--- config.mk ---
export PLATFORM = sky130hd
export DESIGN_NAME = if_stage
export DESIGN_NICKNAME = d
export VERILOG_FILES = /design/src/rtl/if_stage.sv
export SDC_FILE = /design/constraint.sdc
export NUM_CORES = 1
export LEC_CHECK = 0
export BUFFER_PORTS_ARGS = -buffer_cell sky130_fd_sc_hd__buf_2
export CORE_MARGIN = 5
export CORE_UTILIZATION = 37
export DETAILED_ROUTE_END_ITERATION = 12
export PLACE_DENSITY = 0.56
export SYNTH_ARGS = -nofsm -noshare
export SYNTH_HDL_FRONTEND = slang
export SYNTH_SLANG_ARGS = --single-unit
--- constraint.sdc ---
create_clock -name CLK -period 2.8 [get_ports CLK]
set_input_delay 0.14 -clock CLK [delete_from_list [all_inputs] [get_ports CLK]]
set_output_delay 0.14 -clock CLK [all_outputs]
set_load 0.05 [all_outputs]
--- src/rtl/if_stage.sv ---
// Instruction fetch stage with PC, IMEM handshake and IF/ID register.
// Ports: CLK/RESET, STALL, BRANCH_*, IMEM_* handshake, PC, IF_ID_*, FETCH_BUSY.
module if_stage #(
  parameter logic [31:0] RESET_VECTOR = 32'h0000_0000,
  parameter logic [31:0] NOP_INSTR    = 32'h0000_0013
) (
  input  logic        CLK,
  input  logic        RESET,
  input  logic        STALL,
  input  logic        BRANCH_TAKEN,
  input  logic [31:0] BRANCH_TARGET,
  output logic [31:0] IMEM_ADDRESS,
  output logic        IMEM_READ,
  input  logic [31:0] IMEM_READDATA,
  input  logic        IMEM_BUSYWAIT,
  output logic [31:0] PC,
  output logic [31:0] IF_ID_PC,
  output logic [31:0] IF_ID_INSTRUCTION,
  output logic        IF_ID_VALID,
  output logic        FETCH_BUSY
);

  localparam logic [1:0] FETCH   = 2'd0;
  localparam logic [1:0] HOLD    = 2'd1;
  localparam logic [1:0] DISCARD = 2'd2;

  logic [1:0]  state_q, state_d;
  logic [31:0] pc_q, pc_d;
  logic [31:0] redir_q, redir_d;
  logic [31:0] hb_pc_q, hb_pc_d;
  logic [31:0] hb_ins_q, hb_ins_d;
  logic [31:0] ifid_pc_q, ifid_pc_d;
  logic [31:0] ifid_ins_q, ifid_ins_d;
  logic        ifid_vld_q, ifid_vld_d;
  logic        bubble;

  assign IMEM_READ         = !RESET && (state_q != HOLD);
  assign IMEM_ADDRESS      = pc_q;
  assign FETCH_BUSY        = IMEM_READ & IMEM_BUSYWAIT;
  assign PC                = pc_q;
  assign IF_ID_PC          = ifid_pc_q;
  assign IF_ID_INSTRUCTION = ifid_ins_q;
  assign IF_ID_VALID       = ifid_vld_q;

  always_comb begin
    state_d    = state_q;
    pc_d       = pc_q;
    redir_d    = redir_q;
    hb_pc_d    = hb_pc_q;
    hb_ins_d   = hb_ins_q;
    ifid_pc_d  = ifid_pc_q;
    ifid_ins_d = ifid_ins_q;
    ifid_vld_d = ifid_vld_q;
    bubble     = 1'b0;
    case (state_q)
      FETCH: begin
        if (BRANCH_TAKEN) begin
          bubble = 1'b1;
          if (IMEM_BUSYWAIT) begin
            // Keep the request stable; apply the target once it retires.
            redir_d = BRANCH_TARGET;
            state_d = DISCARD;
          end else begin
            pc_d = BRANCH_TARGET;
          end
        end else if (!IMEM_BUSYWAIT) begin
          pc_d = pc_q + 32'd4;
          if (STALL) begin
            hb_pc_d  = pc_q;
            hb_ins_d = IMEM_READDATA;
            state_d  = HOLD;
          end else begin
            ifid_pc_d  = pc_q;
            ifid_ins_d = IMEM_READDATA;
            ifid_vld_d = 1'b1;
          end
        end else if (!STALL) begin
          bubble = 1'b1;
        end
      end
      HOLD: begin
        if (BRANCH_TAKEN) begin
          bubble  = 1'b1;
          pc_d    = BRANCH_TARGET;
          state_d = FETCH;
        end else if (!STALL) begin
          ifid_pc_d  = hb_pc_q;
          ifid_ins_d = hb_ins_q;
          ifid_vld_d = 1'b1;
          state_d    = FETCH;
        end
      end
      DISCARD: begin
        bubble = !STALL || BRANCH_TAKEN;
        if (BRANCH_TAKEN) redir_d = BRANCH_TARGET;
        if (!IMEM_BUSYWAIT) begin
          pc_d    = BRANCH_TAKEN ? BRANCH_TARGET : redir_q;
          state_d = FETCH;
        end
      end
      default: state_d = FETCH;
    endcase
    if (bubble) begin
      ifid_ins_d = NOP_INSTR;
      ifid_vld_d = 1'b0;
    end
  end

  always_ff @(posedge CLK) begin
    if (RESET) begin
      state_q    <= FETCH;
      pc_q       <= RESET_VECTOR;
      redir_q    <= 32'd0;
      hb_pc_q    <= 32'd0;
      hb_ins_q   <= 32'd0;
      ifid_pc_q  <= 32'd0;
      ifid_ins_q <= NOP_INSTR;
      ifid_vld_q <= 1'b0;
    end else begin
      state_q    <= state_d;
      pc_q       <= pc_d;
      redir_q    <= redir_d;
      hb_pc_q    <= hb_pc_d;
      hb_ins_q   <= hb_ins_d;
      ifid_pc_q  <= ifid_pc_d;
      ifid_ins_q <= ifid_ins_d;
      ifid_vld_q <= ifid_vld_d;
    end
  end

endmodule

---- Word-level counts from Yosys, hierarchy flattened ----
Cells that the tools add are included.
storage, ports and cells
  output and inout port bits .............. 131
  bits of input ports ..................... 69
  flip-flop bits (word level) ............. 195
cells by class
  reduce and logical (&&, ||, !) cells .... 15
  equal/unequal tests ..................... 16
  add/subtract/negate cells ............... 1
  multiplexer cells ....................... 40
  bitwise logic cells ..................... 3
operators by type and width
  operator                 number
  $mux W32                 18
  $pmux W32 S2             3
  $pmux W32 S3             1
  $add A32 B3 Y32 const B  1
  $ne A2 B2 Y1 const B     9
  $mux W2                  7
  $ne A3 B3 Y1 const B     4
  $reduce_and A4 Y1        3
  $mux W1                  8
  $pmux W2 S3              1
  $reduce_and A6 Y1        1
  $reduce_and A5 Y1        1
  $reduce_bool A2 Y1       2
  $pmux W1 S3              1
  $reduce_and A3 Y1        1
  $reduce_bool A3 Y1       1
  $eq A2 B1 Y1 const B     1
  $eq A2 B2 Y1 const B     1
  $logic_not A1 Y1         2
  $logic_not A2 Y1         1
  $ne A2 B1 Y1 const B     1
  $not A1 Y1               2
  $pmux W1 S2              1
  $reduce_or A2 Y1         1
  3 further kinds          3

---- Depth between registers and ports, before layout ----
Gate-level depths: netlist of the first run.
  depth in word-level cells ............... 5
  gate-level depth with buffers ........... 10

---- Least setup slack after synthesis of the first run ----
OpenSTA, ideal clock, no wires.
  path kind ............................... register -> output
  start point ............................. register state_q[1]
  end point ............................... output FETCH_BUSY
  arrival time ............................ 2.393 ns
  setup slack ............................. 0.267 ns
  cell stages (with the launch flop) ...... 8
  data required time ...................... 2.660 ns
  cell sequence ........................... dfxtp_1 -> inv_1 -> ha_1 -> buf_2 -> buf_2 -> buf_2 -> nor2_1 -> and2_1
between the ends
  longest elaborated chain between the ends .. 3
ends and longest elaborated chain
  what                    line  source
  from (decl)             27    logic [1:0] state_q, state_d;
  from (signal assigned)  120   state_q <= state_d;
  $ne A2 B1 Y1            37    assign IMEM_READ = !RESET && (state_q != HOLD);
  $logic_and A1 B1 Y1     37
  net IMEM_READ           13    output logic IMEM_READ,
  $and A1 B1 Y1           39    assign FETCH_BUSY = IMEM_READ & IMEM_BUSYWAIT;
  to (decl)               20    output logic FETCH_BUSY
The timed path passes the listed nets, and every way through them passes these cells.

---- Worst setup path in the final report of the first run ----
  start point ............................. register state_q[0]
  end point ............................... register pc_q[25] (netlist: IMEM_ADDRESS[25])
between the ends
  longest elaborated chain between the ends .. 3
  elaborated cells between the ends (all ways) .. 9
  classes of those cells .................. eq/ne: 5; mux: 1; reduce/logical: 3
ends and longest elaborated chain
  what                                                          line  source
  $eq A2 B1 Y1 (tied with other cells)                          55    case (state_q)
  $ne A2 B2 Y1 (no line) or $reduce_bool A3 Y1 (tied branches)  n/a
  $reduce_and A4 Y1 (no line)                                   n/a
  to (signal assigned)                                          121   pc_q <= pc_d;
  to (decl)                                                     28    logic [31:0] pc_q, pc_d;
Several ways; a longest one is shown, not always the timed one.
A chain may end at the register's enable or synchronous reset.

==> results.toml, run 1 <==
[timing]
totalNegativeSetupSlack_ns = 0
clock-skew-final_ns = 0.0129
min_period_ns = 2.53
final-max-slew-violation-count = 0
grt_setup_unrepaired = "false"
timing.final.setup_violations = 0
final_hold_viol_count = 0
timing.final.crit_share = 0.903
slew_headroom = 0.530
max_slew.worst_pin.slew_ns = 0.705
clock.fmax_mhz = 395

[critical_path]
arrival_ns = 2.88
largest_incremental_delay_on_the_critical_path_ns = 0.55
cpMaxStageDelayCell = "or3b_1"
crit_path_cell_trace = "inv_1 > ha_1 > o21a_1 > or3b_1 > or3_1 > mux2_2 > a31oi_1"
worstPathBufferInverterCount = 1
rr_startpoint = "state_q[0]$_SDFFE_PP0P_"
timing.critical_path.required_ns = 3.16
critical_path.endpoint_type = "register"
critical_path.max_fanout = 13
family_of_cells_with_the_greatest_summed_delay_on_the_critical_path = "simple AND/OR/NAND/NOR gates"
r2r_cells = 7
timing.critical_path.from_type = "register"
critical_path_depth = 7
worst_setup_path_startpoint = "state_q[0]$_SDFFE_PP0P_"
critical_path_class = "register to register"

[layout]
area_growth_syn_to_layout_pct = 26.1
layout_commonest_cell = "nand2_1"
design_area_sq_um = 11500
fin_nets = 1402
antennaDiodeCount = 0
mostFrequentLayoutCells = "244 x nand2_1, 198 x buf_2, 195 x dfxtp_1"
drive_gt1_frac = 0.217

[placement]
global_placement_routability_congestion = 0.851
numPortBuffers = 199
placed_instance_area_sq_um = 10300
hpwlAfterDp_mm = 18.7

[die]
dieArea_sq_um = 28000
core.rowCount = 57
boundaryPins = 200
floorplan.initialDensity = 0.376
die_span_y_microns = 167
die_x_microns = 167
core_region_area_sq_um = 24300

[routing]
first_iter_violations = 617
wl_met3_mm = 1.32
drt-total-wl_mm = 28.0
top_signal_layer_used = "met4"
routed_wire_length_per_instance_microns = 16.8
drt_pre_antenna_iters = 5
drcViolationCount = 0
wl_met2_mm = 12.5
drt-vias-per-instance = 5.12
post_detailed_route_count_of_antenna_violating_nets = 0
m1WireLength_mm = 13.8
routed-via-count = 8524

[cts]
post_cts_hold_buffer_count = 64
clk_pin_slew_ns = 0.07
post_cts_resized = 0
cts_max_level = 4
clk-insertion-delay-late_ns = 0.43
root_buffer = "clkbuf_16"
cts_tree = "done"
tritoncts_num_sinks = 195
cts-buffers-inserted = 17
number_of_buffers_on_the_longest_clock_path = 2
post_cts.repair.setup_buffers = 0

[logic_synthesis]
synth_enable_flop_cells = 0
synth-async-reset-ratio = 0
synth.ff_latch_count = 195
synth.cell_area_sq_um = 9150
ys_seq_area_frac = 0.427
synth-warning-count = 0
yosysUniqueCellTypes = 58
synth_cells = 1133
postSynthAreaPerCell_sq_um = 8.07
mappedNetlistNets = 1207
synth_ff_type = "dfxtp_1"

[grt]
grt_start_max_net_pins = 130
grtUsageTotal = 0.197
grt_overflow_total = 0
grt_antenna_before_repair = 0
grt_first_pass_wirelength_mm = 45.2
first_global_vias = 8076

[run_status]
run_status = "finished, final reports clean"

[pwr]
p_leak_uw = 0.00441
vdd_drop_max_uv = 311
powerDensity_nw_per_um2 = 628

[flow_run]
max_cap_violations = 0

[hold_path]
worstHoldPathCells = 3
min-delay-path-class = "primary input to register"
worst_hold_startpoint = "BRANCH_TAKEN"
-- path summary, 6_finish.rpt --
path	endpoint	slack, ns
max	IMEM_ADDRESS[25]$_SDFFE_PP0P_	0.27
min	state_q[1]$_SDFFE_PP0P_	0.09
max reg2reg	IMEM_ADDRESS[25]$_SDFFE_PP0P_	0.27
min reg2reg	hb_pc_q[16]$_SDFFE_PP0P_	0.45
-- sequential cells by signal, summed over array words and instances, names as in the netlist --
| name | cells |
|---|---|
| redir_q | 32 |
| IF_ID_INSTRUCTION | 32 |
| state_q | 2 |
| hb_pc_q | 32 |
| IF_ID_VALID | 1 |
| IF_ID_PC | 32 |
| hb_ins_q | 32 |
| IMEM_ADDRESS | 32 |
-- power breakdown --
part | total (uW) | internal (uW) | switching (uW) | leakage [uW]
clock | 2430 | 1220 | 1210 | 0.000280
sequential | 3080 | 2930 | 156 | 0.00159
combinational | 1740 | 534 | 1200 | 0.00255
-- synthesized netlist by cell type (all sizes together), types with 2 or more instances --
cell	number	area [sq um]
nand2	245	920
dfxtp	195	3900
a21oi	137	686
nor2	86	323
mux2i	73	731
a211oi	72	541
clkbuf	70	263
buf	58	355
o21ai	28	140
a22oi	14	105
nand4	11	90.1
nor3	10	55.1
a22o	9	78.8
a31oi	9	56.3
nand3	9	45.0
a21o	7	52.6
mux2	7	78.8
nor2b	7	43.8
nand2b	6	37.5
nor4	6	37.5
a221o	5	50.1
ha	5	62.6
inv	5	18.8
nand3b	5	37.5
and2	4	25.0
and3	4	25.0
o211ai	4	30.0
a221oi	3	26.3
a31o	3	26.3
a41o	3	30.0
and4	3	26.3
o21a	3	22.5
or2	3	18.8
or4	3	22.5
a21boi	2	15.0
a311oi	2	17.5
nor3b	2	20.0
o2111ai	2	17.5
or3	2	12.5
xnor2	2	17.5
-- layout make-up --
type,instances,area [sq um]
Inverter,5,18.8
Tap cell,324,405
Timing Repair Buffer,304,2000
Clock inverter,14,140
Clock buffer,18,439
Sequential cell,195,3900
Multi-Input combinational cell,805,4630
Fill cell,2464,12800
-- metal layers --
| metal | up-vias | global-route usage |
|---|---|---|
| met1 | 3931 | 0.283 |
| met5 | - | 0 |
| met3 | 25 | 0.0323 |
| met4 | 0 | 0.0473 |
| li1 | 4337 | - |
| met2 | 231 | 0.312 |
-- worst reg2reg max path, stage by stage, from the launching register on --
cell     delay [ns]
dfxtp_1        0.44
inv_1          0.12
ha_1           0.31
o21a_1         0.25
or3b_1         0.55
or3_1          0.40
mux2_2         0.26
a31oi_1        0.13
-- kinds of logic (layout without fill, tap and decap cells) --
group / Yosys count / in the layout / share of synthesized area
flip-flops: 195 / 195 / 0.427
XOR/XNOR: 3 / 3 / 0.00287
buffers and inverters: 133 / 341 / 0.0696
multiplexers: 80 / 80 / 0.0885
adder cells (fa/ha/maj): 5 / 5 / 0.00684
AO/OA/AOI/OAI: 307 / 307 / 0.211
AND/OR/NAND/NOR: 410 / 410 / 0.194
-- per-stage QoR --
step | hold slack [ns] | util | setup slack [ns] | cells | power [uW]
after global routing | 0.102 | 0.474 | 0.0716 | 1665 | 7610
after detailed placement | 0.399 | 0.424 | 0.287 | 1569 | 4820
after floorplan | 0.276 | - | 0.267 | 1133 | 4370
after global placement | 0.393 | 0.424 | 0.324 | 1569 | 4810
final | 0.0905 | 0.474 | 0.270 | 1665 | 7250
after CTS | 0.0703 | 0.474 | 0.270 | 1665 | 7330
Power figures use the tool's default switching activity.
==> run 2, diff against run 1 <==
Settings changed: CORE_ASPECT_RATIO from default to 0.6.
==> results.toml, run 2 (synthesis gave the netlist of run 1 again) <==
[critical_path]
critical_path.endpoint_type = "register"
timing.critical_path.from_type = "register"
rr_startpoint = "state_q[0]$_SDFFE_PP0P_"
critical_path.max_fanout = 9
critical_path_class = "register to register"
largest_incremental_delay_on_the_critical_path_ns = 0.54
cpMaxStageDelayCell = "or3b_1"
arrival_ns = 2.93
timing.critical_path.required_ns = 3.17
r2r_cells = 7
r2r_setup_slack_ns = 0.24
crit_path_cell_trace = "inv_1 > ha_1 > o21a_1 > or3b_1 > or3_1 > mux2_2 > a31oi_1"
crit-reg2reg-capture = "IMEM_ADDRESS[25]$_SDFFE_PP0P_"

[routing]
drt-vias-per-instance = 5.24
drt_pre_antenna_iters = 7
routed_wire_length_per_instance_microns = 16.9
post_detailed_route_count_of_antenna_violating_nets = 0
routed-via-count = 8732
first_iter_violations = 516
drt-total-wl_mm = 28.2
drcViolationCount = 0

[die]
dieArea_sq_um = 28100
die_span_y_microns = 132
floorplan.initialDensity = 0.377
core.rowCount = 44
die_x_microns = 213
core_region_area_sq_um = 24300
boundaryPins = 200

[run_status]
run_status = "finished, final reports clean"

[cts]
clk-insertion-delay-late_ns = 0.45
cts-buffers-inserted = 17
root_buffer = "clkbuf_16"
tritoncts_num_sinks = 195
clk_pin_slew_ns = 0.07
cts_tree = "done"
number_of_buffers_on_the_longest_clock_path = 2
cts_max_level = 4
post_cts.repair.setup_buffers = 0

[placement]
placed_instance_area_sq_um = 10400
hpwlAfterDp_mm = 19.1
global_placement_routability_congestion = 0.864
numPortBuffers = 199
place_worst_setup_slack_ns = 0.286

[timing]
min_period_ns = 2.56
max_slew.worst_pin.slew_ns = 0.763
clock-skew-final_ns = 0.0139
clock.fmax_mhz = 391
worst_hold_check_slack_ns = 0.0972
timing.final.setup_violations = 0
totalNegativeSetupSlack_ns = 0
grt_setup_unrepaired = "false"
final-max-slew-violation-count = 0
slew_headroom = 0.491
post-route-worst-setup-slack_ns = 0.242
timing.final.crit_share = 0.914
final_hold_viol_count = 0

[grt]
grt_antenna_before_repair = 1
grt_first_pass_wirelength_mm = 45.6
grt_start_max_net_pins = 102
first_global_vias = 8282
grtUsageTotal = 0.200
grt_overflow_total = 0

[pwr]
post-layout-total-power_uw = 7420
p_leak_uw = 0.00446
powerDensity_nw_per_um2 = 638
vdd_drop_max_uv = 306

[layout]
design_area_sq_um = 11600
area_growth_syn_to_layout_pct = 27.1
mostFrequentLayoutCells = "244 x nand2_1, 198 x buf_2, 195 x dfxtp_1"
fin_nets = 1405
layout_commonest_cell = "nand2_1"
layout_filler_cell_count = 2426
drive_gt1_frac = 0.218
storage_cell_area_sq_um = 3900
multiInputGateArea_sq_um = 4630

[hold_path]
worst_hold_startpoint = "RESET"
worstHoldPathCells = 2
worstHoldEndpoint = "hb_pc_q[12]$_SDFFE_PP0P_"
min-delay-path-class = "primary input to register"

[flow_run]
max_cap_violations = 0
run 2: stage by stage:
| step | instances | util |
|---|---|---|
| floorplan | 1133 | - |
| global placement | 1570 | 0.427 |
| detailed placement | 1570 | 0.427 |
| CTS | 1666 | 0.479 |
| global route | 1667 | 0.479 |
| finish | 1667 | 0.479 |
run 2: where the power goes:
part	switching [uW]	internal, uW	total, uW
Combinational	1200	542	1750
Clock	1110	1480	2590
Sequential	150	2930	3080
Total	2460	4950	7420
run 2: final cells by class:
type | instances | share of cell area
Antenna cell | 1 | 0.000215
Clock buffer | 25 | 0.0452
Clock inverter | 7 | 0.00807
Inverter | 5 | 0.00161
Multi-Input combinational cell | 805 | 0.398
Sequential cell | 195 | 0.336
Tap cell | 322 | 0.0347
Timing Repair Buffer | 307 | 0.176
run 2: worst max-delay path by stage:
| stage | slack (ns) | start | to |
|---|---|---|---|
| global route | 0.12 | state_q[0]$_SDFFE_PP0P_ | IMEM_ADDRESS[25]$_SDFFE_PP0P_ |
| CTS | 0.27 | state_q[0]$_SDFFE_PP0P_ | IMEM_ADDRESS[26]$_SDFFE_PP0P_ |
| finish | 0.24 | state_q[0]$_SDFFE_PP0P_ | IMEM_ADDRESS[25]$_SDFFE_PP0P_ |
| global placement | 0.34 | state_q[0]$_SDFFE_PP0P_ | IMEM_ADDRESS[26]$_SDFFE_PP0P_ |
| detailed placement | 0.29 | state_q[0]$_SDFFE_PP0P_ | IMEM_ADDRESS[26]$_SDFFE_PP0P_ |
| floorplan | 0.27 | state_q[1]$_SDFFE_PP0P_ | FETCH_BUSY |
run 2: repair_timing:
item	CTS	global route
resized for setup	0	0
hold endpoints to repair	65	0
hold buffers	64	0
run 2: worst max-delay path: cells and delay by family (launching register included):
| family | cells | cell delay [ns] |
|---|---|---|
| buffers and inverters | 1 | 0.12 |
| AND/OR/NAND/NOR | 2 | 0.94 |
| flip-flops | 1 | 0.44 |
| multiplexers | 1 | 0.26 |
| AO/OA/AOI/OAI | 2 | 0.38 |
| adder cells (fa/ha/maj) | 1 | 0.32 |
run 2: metal layers:
| layer | vias up | global-route usage | wire length (microns) |
|---|---|---|---|
| met4 | 0 | 0.0501 | 336 |
| met1 | 4139 | 0.294 | 14200 |
| met2 | 226 | 0.299 | 12100 |
| met3 | 26 | 0.0445 | 1530 |
| met5 | - | 0 | 0 |
| li1 | 4341 | - | - |
==> run 3, diff against run 2 <==
Settings changed: CELL_PAD_IN_SITES_DETAIL_PLACEMENT from default to 1, CELL_PAD_IN_SITES_GLOBAL_PLACEMENT from default to 2, CORE_UTILIZATION 37 to 31, PLACE_DENSITY 0.56 to 0.77.
==> results.toml, run 3 (synthesis gave the netlist of run 1 again) <==
[layout]
layoutNonFillerInstCount = 1742
design_area_sq_um = 11700
layout_filler_cell_count = 3518
layout_commonest_cell = "nand2_1"
area_growth_syn_to_layout_pct = 27.5
mostFrequentLayoutCells = "244 x nand2_1, 198 x buf_2, 195 x dfxtp_1"
antennaDiodeCount = 0
finalCoreUtilization = 0.404
drive_gt1_frac = 0.216
fin_nets = 1403

[critical_path]
worst_setup_path_startpoint = "state_q[0]$_SDFFE_PP0P_"
critical_path_class = "register to register"
arrival_ns = 2.94
crit-reg2reg-capture = "IMEM_ADDRESS[25]$_SDFFE_PP0P_"
rr_startpoint = "state_q[0]$_SDFFE_PP0P_"
timing.critical_path.required_ns = 3.16
worstSetupEndpoint = "IMEM_ADDRESS[25]$_SDFFE_PP0P_"
critical_path.endpoint_type = "register"
r2r_cells = 7
timing.critical_path.from_type = "register"
critical_path.max_fanout = 9
r2r_setup_slack_ns = 0.22

[cts]
post_cts_resized = 0
number_of_buffers_on_the_longest_clock_path = 2
cts_max_level = 4
clk-insertion-delay-late_ns = 0.44
cts_tree = "done"
cts-buffers-inserted = 17
clk_pin_slew_ns = 0.07
tritoncts_num_sinks = 195
root_buffer = "clkbuf_16"

[timing]
final-max-slew-violation-count = 0
clock-skew-final_ns = 0.0103
max_slew.worst_pin.slew_ns = 0.807
clock.fmax_mhz = 388
min_period_ns = 2.58
slew_headroom = 0.462
timing.final.crit_share = 0.920
totalNegativeSetupSlack_ns = 0
final_hold_viol_count = 0
timing.final.setup_violations = 0
grt_setup_unrepaired = "false"

[grt]
first_global_vias = 9018
grt_start_max_net_pins = 130
grtUsageTotal = 0.190
grt_first_pass_wirelength_mm = 50.5
grt_antenna_before_repair = 0
grt_overflow_total = 0

[run_status]
run_status = "finished, final reports clean"

[hold_path]
min-delay-path-class = "primary input to register"

[die]
core_region_area_sq_um = 28900
boundaryPins = 200
die_span_y_microns = 143
die_x_microns = 232
core.rowCount = 48
floorplan.initialDensity = 0.317
dieArea_sq_um = 33100

[pwr]
vdd_drop_max_uv = 285
powerDensity_nw_per_um2 = 634
post-layout-total-power_uw = 7390
p_leak_uw = 0.00442

[placement]
dpl.cell_count = 1646
numPortBuffers = 199
placed_instance_area_sq_um = 10400
hpwlAfterDp_mm = 21.1
global_placement_routability_congestion = 0.800

[routing]
drt_pre_antenna_iters = 4
routed_wire_length_per_instance_microns = 18.2
drcViolationCount = 0
post_detailed_route_count_of_antenna_violating_nets = 0
drt-vias-per-instance = 5.06
drt-total-wl_mm = 31.6
routed-via-count = 8823
first_iter_violations = 445

[flow_run]
max_cap_violations = 0
## run 3: changes by cell type in the layout (fill, tap and decap cells not counted)
cell,delta
clkinvlp_4,+1
diode_2,-1
clkinv_4,+1
clkbuf_1,+1
clkbuf_8,-4
clkinv_2,-1
buf_12,-2
inv_6,+2
## run 3: worst min-delay path by stage
stage	end	cells past startpoint	slack, ns	startpoint
3_3_place_gp	hb_ins_q[8]$_SDFFE_PP0P_	3	0.39	IMEM_READDATA[8]
4_1_cts	IMEM_ADDRESS[10]$_SDFFE_PP0P_	2	0.07	RESET
5_1_grt	IMEM_ADDRESS[10]$_SDFFE_PP0P_	2	0.09	RESET
3_5_place_dp	hb_ins_q[19]$_SDFFE_PP0P_	3	0.40	IMEM_READDATA[19]
6_report	IMEM_ADDRESS[10]$_SDFFE_PP0P_	2	0.09	RESET
2_1_floorplan	redir_q[2]$_SDFFE_PP0P_	2	0.28	BRANCH_TARGET[2]
## run 3: critical path, stage by stage, from the launching register on
cell and delay (ns):
dfxtp_1 0.47, inv_1 0.13, ha_1 0.33, o21a_1 0.26, or3b_1 0.54, or3_1 0.39, mux2_2 0.26, a31oi_1 0.11
## run 3: per-layer routing
metal | global-route usage | part of all wire
met1 | 0.263 | 0.49
met2 | 0.310 | 0.46
met3 | 0.0376 | 0.038
met4 | 0.0438 | 0.0089
met5 | 0 | 0
## run 3: area by class of cell
cell class                 count  area (sq um)  area share
tap                          400           500      0.0429
clock buffer                  22           474      0.0407
timing repair buffer         305          2000       0.172
sequential                   195          3900       0.335
clock inverter                10           123      0.0105
multi-input combinational    805          4630       0.397
inverter                       5          18.8     0.00161
## run 3: report_power, final
group          switching (uW)  leakage [uW]  internal, uW
clock network            1150      0.000283          1400
logic                    1230       0.00255           540
registers                 146       0.00159          2930
## run 3: what timing repair did
item,CTS,global route
hold buffers,64,0
endpoints found under the hold margin,65,0
buffers inserted,0,0
## run 3: metrics by stage
stage	hold slack (ns)	setup WS, ns
after global routing	0.0874	0.0875
after global placement	0.393	0.357
after CTS	0.0720	0.230
after detailed placement	0.399	0.247
after floorplan	0.276	0.267
final	0.0906	0.225
